File: config.mk
export PLATFORM = sky130hd
export DESIGN_NAME = tia_player_graphics_register
export DESIGN_NICKNAME = d
export VERILOG_FILES = /design/src/rtl/tia_pkg.sv /design/src/rtl/tia_grp_write_stage.sv /design/src/rtl/tia_player_graphics_register.sv
export SDC_FILE = /design/constraint.sdc
export NUM_CORES = 1
export LEC_CHECK = 0
export BUFFER_PORTS_ARGS = -buffer_cell sky130_fd_sc_hd__buf_2
export CELL_PAD_IN_SITES_DETAIL_PLACEMENT = 1
export CELL_PAD_IN_SITES_GLOBAL_PLACEMENT = 2
export CORE_UTILIZATION = 25
export CTS_CLUSTER_SIZE = 40
export DETAILED_ROUTE_END_ITERATION = 6
export HOLD_SLACK_MARGIN = 0.15
export PLACE_DENSITY_LB_ADDON = 0.08
export SYNTH_ARGS = -nofsm -noshare
export SYNTH_HDL_FRONTEND = slang
export SYNTH_HIERARCHICAL = 1
export SYNTH_SLANG_ARGS = --single-unit
File: constraint.sdc
create_clock -name clock -period 1.35 [get_ports clock]
set_clock_uncertainty 0.2 [all_clocks]
set_input_delay 0.135 -clock clock [delete_from_list [all_inputs] [get_ports clock]]
set_output_delay 0.135 -clock clock [all_outputs]
set_load 0.05 [all_outputs]
File: src/rtl/tia_pkg.sv
// Shared types and constants for the TIA player graphics path.
package tia_pkg;

    localparam int GRP_WIDTH = 8;
    localparam int GS_WIDTH  = 3;

    typedef logic [GRP_WIDTH-1:0] grp_t;
    typedef logic [GS_WIDTH-1:0]  gs_idx_t;

    // Returns the graphics bit addressed by a scan index.
    function automatic logic grp_bit(input grp_t g, input gs_idx_t idx);
        return g[idx];
    endfunction

endpackage

File: src/rtl/tia_grp_write_stage.sv
// CPU write staging for one GRPx register: holds the staged byte and the
// pending new/copy requests, and releases them on the colour-clock commit.
module tia_grp_write_stage
    import tia_pkg::*;
(
    input  logic clock,
    input  logic reset,
    input  grp_t d,
    input  logic grp_write,
    input  logic other_grp_write,
    input  logic commit,
    output logic load_new,
    output logic load_old,
    output grp_t load_data,
    output logic write_overrun
);

    grp_t stage_data;
    logic pend_new;
    logic pend_copy;
    logic overrun;

    grp_t eff_data;
    logic eff_pend_new;
    logic eff_pend_copy;
    logic overrun_hit;

    // Merge this cycle's strobes with what is already staged so a strobe
    // coincident with commit is committed on the same edge with today's d.
    always_comb begin
        eff_data      = stage_data;
        eff_pend_new  = pend_new | grp_write;
        eff_pend_copy = pend_copy | other_grp_write;
        if (grp_write) begin
            eff_data = d;
        end else begin
            eff_data = stage_data;
        end
        load_new    = commit & eff_pend_new;
        load_old    = commit & eff_pend_copy;
        load_data   = eff_data;
        // Only a second data write replacing an uncommitted one is an overrun;
        // repeated copy requests collapse silently.
        overrun_hit = grp_write & pend_new & ~commit;
    end

    // Staging registers: capture strobes, clear on commit, sticky overrun.
    always_ff @(posedge clock) begin
        if (reset) begin
            stage_data <= 8'h00;
            pend_new   <= 1'b0;
            pend_copy  <= 1'b0;
            overrun    <= 1'b0;
        end else begin
            stage_data <= eff_data;
            overrun    <= overrun | overrun_hit;
            if (commit) begin
                pend_new  <= 1'b0;
                pend_copy <= 1'b0;
            end else begin
                pend_new  <= eff_pend_new;
                pend_copy <= eff_pend_copy;
            end
        end
    end

    assign write_overrun = overrun;

endmodule

File: src/rtl/tia_player_graphics_register.sv
// One player's GRPx register pair (new and vertical-delay old copy) with the
// scan-index bit select feeding the player graphics scan counter.
module tia_player_graphics_register
    import tia_pkg::*;
#(
    parameter int GRP_WIDTH        = tia_pkg::GRP_WIDTH,
    parameter int REGISTER_OUTPUTS = 0
) (
    input  logic                 clock,
    input  logic                 reset,
    input  logic [GRP_WIDTH-1:0] d,
    input  logic                 grp_write,
    input  logic                 other_grp_write,
    input  logic                 commit,
    input  logic                 gs0,
    input  logic                 gs1,
    input  logic                 gs2,
    output logic                 new_bit,
    output logic                 old_bit,
    output logic [GRP_WIDTH-1:0] grp_new,
    output logic [GRP_WIDTH-1:0] grp_old,
    output logic                 write_overrun
);

    grp_t    new_q;
    grp_t    old_q;
    grp_t    load_data;
    logic    load_new;
    logic    load_old;
    gs_idx_t idx;
    logic    sel_new;
    logic    sel_old;

    tia_grp_write_stage u_stage (
        .clock           (clock),
        .reset           (reset),
        .d               (d),
        .grp_write       (grp_write),
        .other_grp_write (other_grp_write),
        .commit          (commit),
        .load_new        (load_new),
        .load_old        (load_old),
        .load_data       (load_data),
        .write_overrun   (write_overrun)
    );

    // Graphics copies: old takes the pre-edge new value, so a simultaneous
    // copy and data commit moves the previous byte into the delay copy.
    always_ff @(posedge clock) begin
        if (reset) begin
            new_q <= 8'h00;
            old_q <= 8'h00;
        end else begin
            if (load_old) begin
                old_q <= new_q;
            end else begin
                old_q <= old_q;
            end
            if (load_new) begin
                new_q <= load_data;
            end else begin
                new_q <= new_q;
            end
        end
    end

    // Scan bit select; index 7 is the first pixel of a non-reflected sprite.
    always_comb begin
        idx     = {gs2, gs1, gs0};
        sel_new = grp_bit(new_q, idx);
        sel_old = grp_bit(old_q, idx);
    end

    generate
        if (REGISTER_OUTPUTS != 0) begin : g_reg_out
            logic new_r;
            logic old_r;

            // Registered readout: bits follow the scan index one clock later.
            always_ff @(posedge clock) begin
                if (reset) begin
                    new_r <= 1'b0;
                    old_r <= 1'b0;
                end else begin
                    new_r <= sel_new;
                    old_r <= sel_old;
                end
            end

            assign new_bit = new_r;
            assign old_bit = old_r;
        end else begin : g_comb_out
            assign new_bit = sel_new;
            assign old_bit = sel_old;
        end
    endgenerate

    assign grp_new = new_q;
    assign grp_old = old_q;

endmodule

; Word level (Yosys, flattened, before mapping)
; Cells that the tools add are included.
[word_totals]
ff_bits = 27
inputBits = 16
wordCells = 21
[op_classes]
n_lt_le_gt_ge = 1
muxes = 5
bitwise_logic = 8
n_reduce_logical = 1
[ops]
columns = op, count
row1 = 8-bit 2-to-1 mux, 1
row2 = 1-bit binary-select mux with 3-bit select, 2
row3 = 1-bit AND, 4
row4 = 3-bit by 4-bit < comparator with 1-bit output (second input constant), 1
row5 = 1-bit OR, 3
row6 = 1-bit 2-to-1 mux, 2
row7 = 2-bit OR reduction, 1
row8 = 1-bit inverter, 1

; Depth between registers and ports, before layout
; Gate-level depths: netlist (run 1).
[logic_depth]
word_depth = 3
ltp_mapped = 6
ltp_nobuf = 4

; Modules after synthesis
; The synthesis (run 1) kept the hierarchy.
[modules_own_cells]
columns = mod, instances, cells_each, area_each_um2, seq_area_each_um2
row1 = tia_player_graphics_register, 1, 58, 685.7, 320.3
row2 = tia_grp_write_stage, 1, 38, 515.5, 220.2

; Worst setup path after synthesis (run 1)
; No wires, ideal clock.
[synth_timing]
path_kind = flip-flop to output port
from = register new_q[3] (netlist: grp_new[3])
to = output new_bit
arrival_time_ns = 1.414
path_slack_ns = -0.399
stages_incl_launch_ff = 3
path_buffers = 0
path_cell_list = dfxtp_1 > mux4_1 > mux2_2
[synth_via]
elab_chain_len = 2
[synth_rtl]
columns = item, line_no
row1 = "start, declared", tia_player_graphics_register.sv:25  ; grp_t new_q;
row2 = "start signal, assigned", tia_player_graphics_register.sv:60  ; new_q <= load_data;
row3 = "start signal, assigned", tia_player_graphics_register.sv:62  ; new_q <= new_q;
row4 = 1-bit binary-select mux with 3-bit select, tia_pkg.sv:12  ; return g[idx];
row5 = 1-bit 2-to-1 mux (not written as such), tia_pkg.sv:12
row6 = "end, declared", tia_player_graphics_register.sv:18  ; output logic new_bit,
; Every way passes these cells. The select of a mux whose other input is x is not followed.

; Final worst setup path (run 1)
[layout_timing]
from = register new_q[5] (netlist: grp_new[5])
to = output new_bit
; The elaborated chain is that of the path after synthesis.

==> run metrics, run 1 <==
sequential share of the synthesized area 45.0%; largest net degree at the start of global routing 28; Crit path buffers/inverters 1; Fin. Hold Viols 0; Leak 0.845 nW; share of cells above drive strength 1 64.4%; Post-DP Area 1620 um2; Final ANT Viol Nets 0; total congestion overflow 0; H-tree levels 1; # setup viols final 2; initial antenna violation count 0; final instance area approximately 1800 um2; ys flop type dfxtp_1; Syn Inst Count 96; drt wl/cell roughly 13 um; crit-path max FO 2; starting density of the core approximately 27%; min Tclk post-route around 1.9 ns; worst hold path class input pin to flop; Cell variety after synth 16; Arr. time, crit path 1.52 ns; Max Cap Violations 0; crit-path leading delay family multiplexers; Ys Warns 6; IO Port Bufs 34; DP Wirelength 2.10 mm; area of the multi-input gates about 630 um2; Die ar. 5090 um2; Clock Path Buffers 2; Rel. slew slack 83.4%; Worst EP required around 1 ns; post-synth top area cell dfxtp_1; met2 Track Usage GR 18.8%; Root Driver clkbuf_8; EDFF count, synth 0; Setup WS post-layout -0.503 ns; Synth top cells by count dfxtp_1, nor2_1, mux2i_1; GRT Total Usage 12.0%; Layout fillers 491; CTS tree done; die height 71.3 um; CP peak stage delay 0.47 ns; Post-synth ARST share 0%; Tcrit/Tclk final 137%; main area contributors after synthesis dfxtp_1, mux2i_1, mux2_4; CP endpoint kind output port; DRC viols 5; Die Wd approximately 70 um; CTS Buf Count 3; # clock sinks 27; Non-Filler Instances 212; first-pass GRT wire length approximately 4.7 mm; Most Crowded Layer GR met2; Via density 4.36; Via Count 925; GR Util met1 16.1%; total wire length roughly 2.7 mm; Max rail drop VDD 490 uV; slew at the pin closest to its max-slew limit 0.250 ns; type of origin of the critical path flop; Initial DRC Count 35; fin nets 177; Pwr Density 892 nW/um2; DRT Pass-1 Iters 5; RSZ-0062 raised after global routing yes; clk_lat worst skew ~0.27 ns; register area 603 um2; Final Wtd Congestion 0.660; max-slew violations 0; Achievable Freq 540 MHz; most common cell in the synthesized netlist dfxtp_1; failing checks DRC, setup timing; antenna cell count 0; core area 4470 um2; Place WS -0.283 ns; Crit Path Category flop to output port; outcome finished with violations; vias in the first global route 960; Yosys reg bits 27; Global Route met3 Usage 3.80%; Synthesized Nets 112; I/O pin cnt 35; Area Growth Syn to Fin 53.2%; synthesized area between 1000 and 1500 um2; Crit-path slowest cell mux4_2; Post-CTS Hold Buffers 11; Synth Area per Inst 12.5 um2; Rows 24; placed cells 197; CTS clk-pin slew, worst paths 0.09 ns; CP cell instances mux4_2 > mux2_4 > buf_6; share of the synthesized area in the top cell type between 40 and 50%
metal layers:
metal	share of wire (%)	routed length (um)	up-vias
met3	5.5	152	2
met4	0.77	21	0
met2	44	1210	28
met5	0	0	-
met1	50	1360	439
li1	-	-	456
stage by stage:
step | total power, mW | hold WS (ns) | setup TNS (ns) | utilization [%]
floorplan | 1.07 | -0.000718 | -0.395 | -
global placement | 1.17 | 0.155 | -0.524 | 36.3
detailed placement | 1.17 | 0.163 | -0.554 | 36.3
CTS | 1.67 | 0.0777 | -1.03 | 40.2
global route | 1.74 | 0.0943 | -1.10 | 41.1
finish | 1.64 | 0.0746 | -0.989 | 41.1
final timing paths:
kind | startpoint | to | slack (ns) | cells after the start
min | grp_write | u_stage/pend_new | 0.07 | 3
max | grp_new[5] | new_bit | -0.50 | 3
max reg2reg | u_stage/pend_copy | grp_old[1] | 0.12 | 5
min reg2reg | u_stage/write_overrun | u_stage/write_overrun | 0.26 | 2
power breakdown:
group	switching, mW	internal [mW]	total (mW)	leakage, nW
clock	0.238	0.211	0.450	0.0228
combinational	0.180	0.190	0.370	0.589
sequential	0.0137	0.809	0.822	0.234
cell usage in the layout, fill, tap and decap left out:
master           n
buf_2           23
buf_4           21
mux2i_1         16
nor2_1          16
dfxtp_4         16
mux2_4          10
dlygate4sd3_1   10
dfxtp_1          9
nor2b_4          8
clkbuf_4         6
mux4_2           4
buf_6            4
clkbuf_8         3
nor2_2           2
nor2b_2          2
dfxtp_2          2
clkbuf_1         1
buf_12           1
nor3_1           1
nor3_2           1
inv_1            1
nand3b_1         1
a21oi_1          1
dlymetal6s4s_1   1
flip-flops by register name, summed over array words and instances, names as in the netlist:
signal and cells:
u_stage/stage_data 8, u_stage/write_overrun 1, u_stage/pend_copy 1, grp_new 8
grp_old 8, u_stage/pend_new 1
worst reg2reg max path, delay by kind of cell (launching register included):
kind	cells	cell delay, ns
flip-flops	1	0.33
AND/OR/NAND/NOR	3	0.22
multiplexers	1	0.20
buffers and inverters	1	0.17
cell families (layout without fill, tap and decap cells):
family	after synthesis	count (layout)	synth area share [%]
flops	27	27	45.0
buf+inv	7	71	3.33
mux	30	30	34.0
compound gates	1	1	0.416
simple gates	31	31	17.3
timing repair:
action / in CTS / in global routing
buffers inserted: 0 / 0
gates resized for setup: 7 / 16
endpoints found under the setup margin: 5 / 25
pin swaps: 0 / 1
hold endpoints to repair: 27 / 1
area by class of cell:
cell class | count | area share, %
Multi-Input combinational cell | 62 | 34.1
Sequential cell | 27 | 32.8
Timing Repair Buffer | 66 | 26.9
Tap cell | 52 | 3.54
Clock buffer | 4 | 2.45
Inverter | 1 | 0.204
Note: power is estimated with default switching activity, not from simulation.
==> inputs of run 2 (changes only) <==
--- a/config.mk
+++ b/config.mk
@@ -9,10 +9,12 @@
 export CELL_PAD_IN_SITES_DETAIL_PLACEMENT = 1
 export CELL_PAD_IN_SITES_GLOBAL_PLACEMENT = 2
 export CORE_UTILIZATION = 25
+export CTS_BUF_LIST = sky130_fd_sc_hd__clkbuf_16
 export CTS_CLUSTER_SIZE = 40
 export DETAILED_ROUTE_END_ITERATION = 6
 export HOLD_SLACK_MARGIN = 0.15
 export PLACE_DENSITY_LB_ADDON = 0.08
+export SETUP_SLACK_MARGIN = 0.5
 export SYNTH_ARGS = -nofsm -noshare
 export SYNTH_HDL_FRONTEND = slang
 export SYNTH_HIERARCHICAL = 1
==> constraint.sdc (replaced) <==
create_clock -name clock -period 1.35 [get_ports clock]
set_clock_uncertainty 0.2 [all_clocks]
set_input_delay 0 -clock clock [delete_from_list [all_inputs] [get_ports clock]]
set_output_delay 0 -clock clock [all_outputs]
set_load 0.05 [all_outputs]
==> run metrics, run 2 (synthesized netlist as in run 1, its figures left out) <==
Power, Total 1.92 mW (+17%); crit-path max FO 2 (unchanged); share of cells above drive strength 1 74.8% (+10 points); # setup viols final 2 (unchanged); GRT Total Usage 12.6% (+0.53 points); Die Wd 71.3 um (unchanged); crit-path leading delay family multiplexers; Final Core Density 46.3% (+5.1 points); Rows 24 (unchanged); Layout fillers 470 (-4.3%); Clock Path Buffers 2 (unchanged); Setup WS post-layout -0.354 ns (+0.149 ns); Max rail drop VDD 426 uV (-13%); initial antenna violation count 0 (unchanged); DRC viols 4 (-1); RSZ-0062 raised after global routing yes; Gate power share 21.7% (-0.8 points); Crit-path slowest cell mux4_2; starting density of the core 26.8% (unchanged); most common cell after layout, fill and taps aside buf_6; Worst EP required 1.15 ns (+0.14 ns); internal power 1.43 mW (+18%); Via density 4.42 (+1.3%); H-tree levels 1 (unchanged); die height 71.3 um (unchanged); Rel. slew slack 86.4% (+2.9 points); min Tclk post-route 1.70 ns (-0.149 ns); Root Driver clkbuf_16; register share of total power 43.2% (-6.9 points); Place WS -0.127 ns (+0.156 ns); CP cell instances mux4_2 > mux2_4 > buf_6; CTS tree done; Clock power frac 35.1% (+7.7 points); total wire length 2.95 mm (+7.7%); clk_lat worst skew 0.26 ns (about the same); # clock sinks 27 (unchanged); Area Growth Syn to Fin 72.3%; largest net degree at the start of global routing 28 (unchanged); Max Cap Violations 0 (unchanged); Initial DRC Count 35 (unchanged); slew at the pin closest to its max-slew limit 0.204 ns (-0.0457 ns); CP peak stage delay 0.47 ns (about the same); Final Wtd Congestion 0.652 (-1.3%); failing checks DRC, hold timing, setup timing; type of origin of the critical path flop; first-pass GRT wire length 4.96 mm (+5.7%); Leak 0.902 nW (+6.7%); Tcrit/Tclk final 126% (-11 points); Pwr Density 926 nW/um2 (+3.8%); NetSw 0.485 mW (+12%); Crit Path Category flop to output port; CTS Buf Count 3 (unchanged); sw frac 25.3% (-0.97 points); most frequent cells in the layout buf_6, dfxtp_4, buf_8; Final ANT Viol Nets 0 (unchanged); Post-CTS Hold Buffers 1 (-10); fin nets 172 (-2.8%); hold_ws -0.109 ns (-0.183 ns); drt wl/cell 14.3 um (+10%); total congestion overflow 0 (unchanged); CP endpoint kind output port; vias in the first global route 1009 (+5.1%); I/O pin cnt 35 (unchanged); DRT Pass-1 Iters 6 (+1); Reg2Reg Setup Slack 0.09 ns (-0.03 ns); antenna cell count 0 (unchanged); max-slew violations 0 (unchanged); Arr. time, crit path 1.50 ns (-0.02 ns); Fin. Hold Viols 27 (+27); placed cells 197 (unchanged); core area 4470 um2 (unchanged); Crit path buffers/inverters 1 (unchanged); Non-Filler Instances 207 (-2.4%); Via Count 915 (-1.1%); worst hold path class input pin to flop; IO Port Bufs 34 (unchanged); CTS clk-pin slew, worst paths 0.06 ns (-0.03 ns); DP Wirelength 2.17 mm (+3.2%); Achievable Freq 587 MHz (+8.8%); Die ar. 5090 um2 (unchanged); outcome finished with violations
run 2: worst paths after layout:
| check | from | end | depth (start not counted) |
|---|---|---|---|
| min | d[0] | u_stage/stage_data[0] | 3 |
| max reg2reg | u_stage/pend_copy | grp_old[4] | 5 |
| max | grp_old[5] | old_bit | 3 |
| min reg2reg | u_stage/write_overrun | u_stage/write_overrun | 2 |
run 2: worst register-to-register path: stages, from the launching register on:
cell	delay, ns
dfxtp_2	0.34
nor2_4	0.05
nor2b_2	0.12
buf_6	0.17
mux2i_1	0.20
nor2_1	0.06
run 2: cell type report:
class,count,area [um2],share of cell area [%]
Multi-Input combinational cell,62,653,31.6
Tap cell,52,65.1,3.14
Clock inverter,1,3.75,0.181
Sequential cell,27,613,29.6
Timing Repair Buffer,61,656,31.7
Clock buffer,3,75.1,3.63
Inverter,1,3.75,0.181
run 2: what timing repair did:
item | in CTS | in global routing
setup buffers | 3 | 2
gates cloned | 0 | 0
pin swaps | 5 | 10
gates resized for setup | 80 | 14
setup endpoints to repair | 43 | 46
hold endpoints to repair | 27 | 27
run 2: power by group through the flow:
stage / combinational, mW / sequential [mW] / clock (mW)
2_1_floorplan: 0.167 / 0.900 / 0
3_3_place_gp: 0.330 / 0.837 / 0
3_5_place_dp: 0.334 / 0.839 / 0
4_1_cts: 0.404 / 0.825 / 0.700
5_1_grt: 0.443 / 0.831 / 0.717
6_report: 0.416 / 0.827 / 0.672
run 2: layer usage:
metal | up-vias | track usage [%] | share of wire [%]
met5 | - | 0 | 0
met4 | 0 | 6.00 | 1.9
met1 | 434 | 16.6 | 46
met3 | 5 | 1.69 | 4.2
li1 | 451 | - | -
met2 | 25 | 20.3 | 48
run 2: stage by stage:
stage	setup TNS (ns)	instance area (um2)	hold slack, ns
6_report	-0.697	2070	-0.109
5_1_grt	-0.744	2070	-0.100
4_1_cts	-0.725	2010	-0.108
3_5_place_dp	-0.235	1630	0.0217
3_3_place_gp	-0.207	1630	0.0135
2_1_floorplan	-0.125	1260	-0.136
==> inputs of run 3 (changes only) <==
--- a/config.mk
+++ b/config.mk
@@ -15,7 +15,7 @@
 export HOLD_SLACK_MARGIN = 0.15
 export PLACE_DENSITY_LB_ADDON = 0.08
 export SETUP_SLACK_MARGIN = 0.5
+export SLEW_MARGIN = 20
 export SYNTH_ARGS = -nofsm -noshare
 export SYNTH_HDL_FRONTEND = slang
-export SYNTH_HIERARCHICAL = 1
 export SYNTH_SLANG_ARGS = --single-unit
==> run metrics, run 3 <==
Max Cap Violations 0 (unchanged); H-tree levels 1 (unchanged); core area 4030 um2 (-10%); vias in the first global route 964 (-4.5%); Initial DRC Count 35 (unchanged); CP endpoint kind output port; Via density 4.55 (+2.9%); # clock sinks 27 (unchanged); end of the worst register-to-register path grp_new[7]; share of cells above drive strength 1 81.4% (+6.5 points); drt wl/cell 14.9 um (+4.8%); register area 619 um2 (+1.0%); Hold Path End u_stage.stage_data[1]; Achievable Freq 586 MHz (-0.15%); Final Wtd Congestion 0.659 (+1.1%); worst hold path class input pin to flop; Rel. slew slack 79.4% (-7.0 points); Final Core Density 54.8% (+8.6 points); Post-synth ARST share 0% (unchanged); synthesized area 1050 um2 (-13%); most common cell after layout, fill and taps aside buf_6; I/O pin cnt 35 (unchanged); Arr. time, crit path 1.51 ns (about the same); Layout fillers 407 (-13%); DP Wirelength 2.08 mm (-4.2%); Ys Warns 0 (-6); Worst EP required 1.15 ns (about the same); Non-Filler Instances 211 (+1.9%); antenna cell count 0 (unchanged); Rows 23 (-4.2%); Clock Path Buffers 2 (unchanged); first-pass GRT wire length 4.92 mm (-0.85%); initial antenna violation count 0 (unchanged); largest net degree at the start of global routing 16 (-43%); Synth top cells by count dfxtp_1, nor2_1, mux2i_1; sequential share of the synthesized area 51.5% (+6.5 points); min Tclk post-route 1.71 ns (+0.00254 ns); Die ar. 4460 um2 (-12%); Synth Area per Inst 11.1 um2 (-12%); Synthesized Nets 111 (-0.89%); Pwr Density 974 nW/um2 (+5.2%); Area Growth Syn to Fin 110%; CTS Buf Count 3 (unchanged); DRC viols 0 (-4); RSZ-0062 raised after global routing yes; ys flop type dfxtp_1; hold_ws -0.186 ns (-0.0774 ns); post-synth top area cell dfxtp_1; Syn Inst Count 95 (-1.0%); main area contributors after synthesis dfxtp_1, mux2i_1, mux4_1; total congestion overflow 0 (unchanged); Fin. Hold Viols 23 (-15%); total wire length 3.15 mm (+6.8%); Root Driver clkbuf_16; Reg2Reg Setup Slack 0.13 ns (+0.04 ns); IO Port Bufs 34 (unchanged); worst hold start d[1]; Yosys reg bits 27 (unchanged); max-slew violations 0 (unchanged); area of the multi-input gates 708 um2 (+8.4%); hold depth 3 (unchanged); type of origin of the critical path flop; placed cells 192 (-2.5%); R2R cell count 4 (-1); CTS tree done; Crit Path Category flop to output port; clk_lat worst skew 0.26 ns (about the same); die height 66.8 um (-6.3%); Final ANT Viol Nets 0 (unchanged); Setup WS post-layout -0.356 ns (-0.00254 ns); GRT Total Usage 15.3% (+2.7 points); DRT Pass-1 Iters 4 (-2); # setup viols final 2 (unchanged); most frequent cells in the layout buf_6, buf_8, nor2_1, dfxtp_4, buf_2; outcome finished with violations; Leak 0.921 nW (+2.1%); slew at the pin closest to its max-slew limit 0.309 ns (+0.105 ns); CTS clk-pin slew, worst paths 0.07 ns (about the same); Post-DP Area 1540 um2 (-5.4%); fin nets 178 (+3.5%); Max rail drop VDD 483 uV (+13%); failing checks hold timing, setup timing; crit-path max FO 2 (unchanged); share of the synthesized area in the top cell type 51.5% (+6.5 points); Via Count 960 (+4.9%); Die Wd 66.8 um (-6.3%); Cell variety after synth 15 (-1); Tcrit/Tclk final 126% (+0.19 points); EDFF count, synth 0 (unchanged); starting density of the core 26.1% (-0.79 points); final instance area 2210 um2 (+6.7%); RR Startpoint u_stage.pend_new
run 3: logic make-up (layout without fill, tap and decap cells):
family                 after synthesis  after routing  synth area share, %
AND/OR/NAND/NOR                     29             29                 10.6
flip-flops                          27             27                 51.5
multiplexers                        22             22                 27.4
AO/OA/AOI/OAI                       11             12                 7.87
buffers and inverters                6             71                 2.62
run 3: layout make-up:
cell class,instances,area share [%]
timing repair buffer,66,33.3
clock buffer,3,3.40
multi-input combinational,63,32.1
sequential,27,28.0
tap,50,2.83
clock inverter,1,0.170
inverter,1,0.170
run 3: what timing repair did:
| action | CTS | global route |
|---|---|---|
| pin swaps | 15 | 13 |
| endpoints found under the setup margin | 43 | 45 |
| resized for setup | 94 | 31 |
| setup buffers | 1 | 13 |
| hold endpoints to repair | 27 | 27 |
| cloned | 1 | 0 |
run 3: worst max-delay path, cell delays in order (launching register included):
cell	delay, ns
dfxtp_4	0.35
mux4_2	0.45
mux2_4	0.30
buf_8	0.15
run 3: where the power goes:
group	internal, mW	total [mW]	leakage [nW]	switching (mW)
Sequential	0.827	0.859	0.238	0.0320
Combinational	0.314	0.614	0.641	0.300
Clock	0.397	0.679	0.0423	0.281
run 3: how the worst max path moves through the flow:
stage / depth (start not counted) / from / slack, ns / end
4_1_cts: 3 / grp_new[5] / -0.35 / new_bit
5_1_grt: 3 / grp_new[7] / -0.39 / new_bit
2_1_floorplan: 2 / grp_new[5] / -0.06 / new_bit
6_report: 3 / grp_new[5] / -0.36 / new_bit
3_5_place_dp: 3 / grp_new[5] / -0.11 / new_bit
3_3_place_gp: 3 / grp_new[5] / -0.11 / new_bit
run 3: per-stage QoR:
stage / setup WS (ns) / setup TNS (ns) / power [mW]
final: -0.356 / -0.706 / 2.15
after global routing: -0.386 / -0.772 / 2.24
after CTS: -0.352 / -0.698 / 2.08
after detailed placement: -0.112 / -0.206 / 1.26
after global placement: -0.108 / -0.205 / 1.25
after floorplan: -0.0640 / -0.125 / 1.13
run 3: metal layers:
layer	vias up	GRT usage, %	routed length (um)
met5	-	0	0
met4	0	6.38	48
met3	4	3.25	109
met2	25	23.4	1570
met1	456	20.5	1430
li1	475	-	-
